==> src/rtl/adder_operand_loader.sv <==
// Operand loader for the 5-bit ripple adder: button-stepped capture of A, B/cin, one-cycle
// adder sample and registered result. Define DEBOUNCE_EN to insert a debounce counter on the button.
module adder_operand_loader #(
   parameter int WIDTH     = 5,
   parameter int DB_CYCLES = 16
) (
   input  logic             clk,
   input  logic             rst_n,
   input  logic [WIDTH-1:0] sw_data,
   input  logic             sw_cin,
   input  logic             load_btn,
   input  logic             clr,
   output logic [WIDTH-1:0] op_a,
   output logic [WIDTH-1:0] op_b,
   output logic             op_cin,
   output logic             op_valid,
   input  logic [WIDTH-1:0] add_sum,
   input  logic             add_cout,
   output logic [WIDTH:0]   result,
   output logic             res_valid,
   output logic [1:0]       stage
);

   localparam logic [1:0] S_A    = 2'd0;
   localparam logic [1:0] S_B    = 2'd1;
   localparam logic [1:0] S_ADD  = 2'd2;
   localparam logic [1:0] S_SHOW = 2'd3;

   logic       sync1;
   logic       sync2;
   logic       level;
   logic       level_prev;
   logic       press;
   logic [1:0] state;

   always_ff @(posedge clk or negedge rst_n) begin
      if (!rst_n) begin
         sync1 <= 1'b0;
         sync2 <= 1'b0;
      end else begin
         sync1 <= load_btn;
         sync2 <= sync1;
      end
   end

`ifdef DEBOUNCE_EN
   localparam int CW = $clog2(DB_CYCLES + 1);

   logic [CW-1:0] db_count;
   logic          db_level;

   // The level follows the synchronized input only after DB_CYCLES consecutive disagreeing samples.
   always_ff @(posedge clk or negedge rst_n) begin
      if (!rst_n) begin
         db_count <= '0;
         db_level <= 1'b0;
      end else if (sync2 != db_level) begin
         if (db_count == CW'(DB_CYCLES - 1)) begin
            db_level <= sync2;
            db_count <= '0;
         end else begin
            db_count <= db_count + CW'(1);
         end
      end else begin
         db_count <= '0;
      end
   end

   assign level = db_level;
`else
   assign level = sync2;
`endif

   // Registered edge detect so the press pulse is a clean single-cycle flop output.
   always_ff @(posedge clk or negedge rst_n) begin
      if (!rst_n) begin
         level_prev <= 1'b0;
         press      <= 1'b0;
      end else begin
         level_prev <= level;
         press      <= level & ~level_prev;
      end
   end

   always_ff @(posedge clk or negedge rst_n) begin
      if (!rst_n) begin
         state     <= S_A;
         op_a      <= '0;
         op_b      <= '0;
         op_cin    <= 1'b0;
         result    <= '0;
         res_valid <= 1'b0;
      end else if (clr) begin
         state     <= S_A;
         op_a      <= '0;
         op_b      <= '0;
         op_cin    <= 1'b0;
         result    <= '0;
         res_valid <= 1'b0;
      end else begin
         case (state)
            S_A: begin
               if (press) begin
                  op_a  <= sw_data;
                  state <= S_B;
               end
            end
            S_B: begin
               if (press) begin
                  op_b   <= sw_data;
                  op_cin <= sw_cin;
                  state  <= S_ADD;
               end
            end
            S_ADD: begin
               // Presses landing here are intentionally dropped.
               result    <= {add_cout, add_sum};
               res_valid <= 1'b1;
               state     <= S_SHOW;
            end
            default: begin
               if (press) begin
                  res_valid <= 1'b0;
                  state     <= S_A;
               end
            end
         endcase
      end
   end

   assign op_valid = (state == S_ADD);
   assign stage    = state;

endmodule

==> config.mk <==
export PLATFORM = sky130hd
export DESIGN_NAME = adder_operand_loader
export DESIGN_NICKNAME = d
export VERILOG_FILES = /design/src/rtl/adder_operand_loader.sv
export SDC_FILE = /design/constraint.sdc
export NUM_CORES = 1
export LEC_CHECK = 0
export CORE_MARGIN = 10
export CORE_UTILIZATION = 39
export DETAILED_ROUTE_END_ITERATION = 16
export PLACE_DENSITY_LB_ADDON = 0.05
export SYNTH_ARGS = -nofsm -noshare
export SYNTH_HDL_FRONTEND = slang
export SYNTH_SLANG_ARGS = --single-unit
==> constraint.sdc <==
create_clock -name clk -period 1.65 [get_ports clk]
set_clock_uncertainty 0.2 [all_clocks]
set_input_delay 0.33 -clock clk [delete_from_list [all_inputs] [get_ports clk]]
set_output_delay 0.33 -clock clk [all_outputs]
set_load 0.02 [all_outputs]
==> results summary <==
The run finished with clean final reports. The effective utilization at floorplan is about two fifths. The layout overhead on the synthesized area came out at 48.70%.

Once the clock tree was built, the setup fixing pass inserted 0 buffers. The final routed wirelength across all metal layers is around 2.3 mm. Counting both buffers and inverters, the worst setup path holds a total of 1. The data required time at the worst endpoint is approximately 1.1 ns. The switching power summed over all nets came out at a little under 0.0003 W.

The initial antenna violation count came out at 0. The multi-input combinational cells in the finished layout cover a total of approximately 420 µm². The tree is rooted in a sky130_fd_sc_hd__clkbuf_4.

The category of the critical setup timing path is register to primary output. The maximum cell stage delay along the critical path came out at 0.47 ns. The number of antenna diodes in the final layout is 0.

37 I/O pins were placed. Power spread over the standard cell area amounts to between 700 and 800 mW/mm². Total power for the finished layout comes to 0.001132 W. The aggregate global routing overflow came out at 0. After detailed routing, the average wire length per cell comes to around 14 µm.

After synthesis, the cell types taking the most area are sky130_fd_sc_hd__dfrtp_1, sky130_fd_sc_hd__mux2i_1, sky130_fd_sc_hd__a21oi_1, sky130_fd_sc_hd__nand3_1, sky130_fd_sc_hd__nand2_1. The internal cell power came out at roughly 0.00084 W. The hold violation count in the final report came to 0.

The worst hold slack came out at ~0.16 ns. The pin count of the biggest net entering global routing came out at 25. After synthesis, the largest family of logic cells by area is simple AND/OR/NAND/NOR gates. Of the total synthesized cell area, the portion taken by full adders, half adders and majority gates is between 3 and 4%.

The tool flagged a number of max-cap violations equal to 0. The number of buffers added by the clock tree synthesis step came out at 3. The synthesized netlist cell count is 93. The aggregate global-route resource usage came out at a little under a tenth. The total number of H-tree levels is 1. The floorplan step defined a core boundary enclosing 0.002477 mm². Derived from the worst setup path, the maximum achievable clock frequency is slightly above 600 MHz.

CTS saw 24 sinks. After filler insertion, the fill cell instance count of the layout stands at about 240. Setup repair after global routing left no endpoint under its margin. The violation count after the first detailed-route iteration is ~70. Broken down by cell family, the worst path's largest delay share belongs to flip-flops. In the routed design, unresolved DRC markers number 0. The synthesis warning total is 0. The half-perimeter wire length after detailed placement is between 1.5 and 2 mm. In this run the deepest clock path goes through 2 buffers. The transition time at the pin with the least slew margin is roughly 0.30 ns. The share of Yosys cell area claimed by the top area cell type came out at 59.33%. The launching point of the worst reg2reg path is stage[1]. Summing the areas of all and, or, nand and nor instances in the mapped netlist gives 16.56% of the synthesized area. The cell area that synthesis handed to floorplanning was about 0.0010 mm².

STA classifies the critical path endpoint as a primary output. The clock-pin slew on the worst setup and hold paths is about 0.12 ns. The area of all sequential standard cells came out at slightly above 600 µm². The height of the die came out at 70.95 µm. The TritonCTS clock tree is yes.

STA classifies the critical path startpoint as a register. At the end of routability-driven placement, the weighted congestion stood at about 0.73. Synthesis inferred 24 register bits. In this run, the combinational gates consume approximately 18% of the power. The register share of total power came out at 55.0%. The ratio of cells with drive above 1 in the final layout is approximately 20%. In this run the worst path has a maximum fanout of 4.

For the worst-skew pair, the clock arrives at the later sink with an insertion delay of approximately 0.31 ns. Net switching is between 20% and 30% of the power. The post-synthesis compound-gate area fraction is between 8 and 9%.

The slowest cell on the critical path is sky130_fd_sc_hd__dfrtp_2. The remaining antenna violation count after routing came out at 0. The worst register-to-register path ends at stage[0]. The full die area is 0.005033 mm². The number of failing setup endpoints in the final timing report came out at 0. The final net count is 157. After floorplanning, the core was divided into 18 placement rows. Of all cell types, the one taking the most synthesized area is sky130_fd_sc_hd__dfrtp_1.

The relative slew slack is between 80% and 90%. The pre-antenna-repair detailed-routing pass consisted of 4 iterations. In this run the horizontal extent of the chip is between 70 and 80 µm.

The type of the most critical hold path is input pin to asynchronous set/reset pin. The data arrival time of the critical path is 1.08 ns. The mux contribution to synthesized area came out at under 10%.

The share of synthesized area occupied by flip-flops and latches came out at 59.33%. The worst reg2reg path depth came out at 4. Traced cell by cell, the critical path runs through clkdlybuf4s15_1.

The max-slew violation total from the final report is 0. In this run the number of cells on the critical path is 1. The fraction of power consumed by the clock network came out at approximately 27%.

The number of global-route vias before repair is 897. The count of buffers added on input and output ports is 36. The minimum setup slack among reg-to-reg paths came out at ~0.05 ns.

The average instance area after synthesis is approximately 11 µm². The share of the cycle needed by the critical path after routing came out at a little over nine tenths. The worst-case vdd ir drop came out at approximately 0.55 mV. The first global-routing pass estimated just under 4 mm of wire. The final period demand of the worst path came out at 1.605 ns. The cell leakage power is 0.7192 nW. Dividing the detail-routed via count by the number of cells gives just under 5. The synthesized-area fraction occupied by xor and xnor cells came out at 0%. The post-synth net total is 112.

Counting distinct cell types in the post-synthesis netlist gives 16. The vias after detailed routing came out at 808.
==> state kept, by name (all words and copies together) (netlist names) <==
| register | count |
|---|---|
| op_b | 5 |
| sync1 | 1 |
| op_cin | 1 |
| res_valid | 1 |
| press | 1 |
| level | 1 |
| level_prev | 1 |
| result | 6 |
| stage | 2 |
| op_a | 5 |
==> metal layers <==
layer  global-route usage [%]  part of all wire, %
met4                    3.871                  1.2
met5                        0                    0
met2                    15.53                   43
met1                    9.601                   43
met3                    4.881                   13
==> cells in the mapped netlist <==
cell type                  instances
sky130_fd_sc_hd__ha_1              3
sky130_fd_sc_hd__nor2b_1           1
sky130_fd_sc_hd__nand2_1          14
sky130_fd_sc_hd__nor2_4            1
sky130_fd_sc_hd__inv_1             2
sky130_fd_sc_hd__nand2b_1          2
sky130_fd_sc_hd__nor2_1            8
sky130_fd_sc_hd__a21oi_1          12
sky130_fd_sc_hd__dfrtp_1          24
sky130_fd_sc_hd__a21bo_2           1
sky130_fd_sc_hd__mux2_4            1
sky130_fd_sc_hd__buf_2             4
sky130_fd_sc_hd__buf_4             1
sky130_fd_sc_hd__mux2i_1           7
sky130_fd_sc_hd__a21oi_4           1
sky130_fd_sc_hd__nand3_1          11
==> power by group through the flow <==
stage	registers [W]	clock network, W	logic [W]
CTS	0.000623	0.000317	0.000203
global route	0.000626	0.000338	0.000223
global placement	0.000634	0	0.000213
floorplan	0.000654	0	0.0000853
detailed placement	0.000635	0	0.000215
finish	0.000623	0.000305	0.000204
==> through the flow <==
| step | utilization [%] | area [µm²] | TNS [ns] | setup slack (ns) | cells |
|---|---|---|---|---|---|
| 2_1_floorplan | - | 1057 | 0 | 0.008963 | 93 |
| 3_5_place_dp | 59.85 | 1483 | -0.07789 | -0.07789 | 163 |
| 5_1_grt | 60.76 | 1505 | 0 | 0.0007691 | 167 |
| 3_3_place_gp | 59.85 | 1483 | -0.06486 | -0.06486 | 163 |
| 4_1_cts | 60.00 | 1486 | 0 | 0.001469 | 167 |
| 6_report | 60.76 | 1505 | 0 | 0.04474 | 167 |
==> worst max path at each step <==
stage / from / to / slack, ns
2_1_floorplan: stage[1] / stage[0] / 0.009
3_3_place_gp: stage[0] / op_valid / -0.06
3_5_place_dp: stage[0] / op_valid / -0.08
4_1_cts: stage[0] / op_valid / 0.001
5_1_grt: stage[1] / op_valid / 0.0008
6_report: stage[1] / stage[1] / 0.04
==> cells by family (layout without fill, tap and decap cells) <==
logic type                 count (synthesis)  count (layout)
muxes                                      8               8
AOI/OAI and AO/OA                         14              14
DFF                                       24              24
buffers and inverters                      7              51
adders and majority gates                  3               3
and+or+nand+nor                           37              37
==> repair_timing <==
action | in CTS | in global routing
hold buffers | 0 | 0
gates resized for setup | 28 | 4
setup endpoints to repair | 21 | 8
pin swaps | 0 | 2
==> final cells by class <==
cell class                 count  share of cell area, %
multi-input combinational     62                  27.68
inverter                       2                 0.6650
tap                           30                  2.494
clock buffer                   4                  2.411
sequential                    24                  40.07
timing repair buffer          45                  26.68
==> cell usage in the layout (no fill, tap or decap), drive strengths merged, types with 2 or more instances in the layout <==
master / n
dfrtp: 24
dlygate4sd2: 18
a21oi: 13
nand2: 14
nand2b: 2
clkbuf: 4
nor2: 9
nand3: 11
ha: 3
mux2i: 7
inv: 2
clkdlybuf4s50: 15
buf: 11
Note: power is estimated with default switching activity, not from simulation.
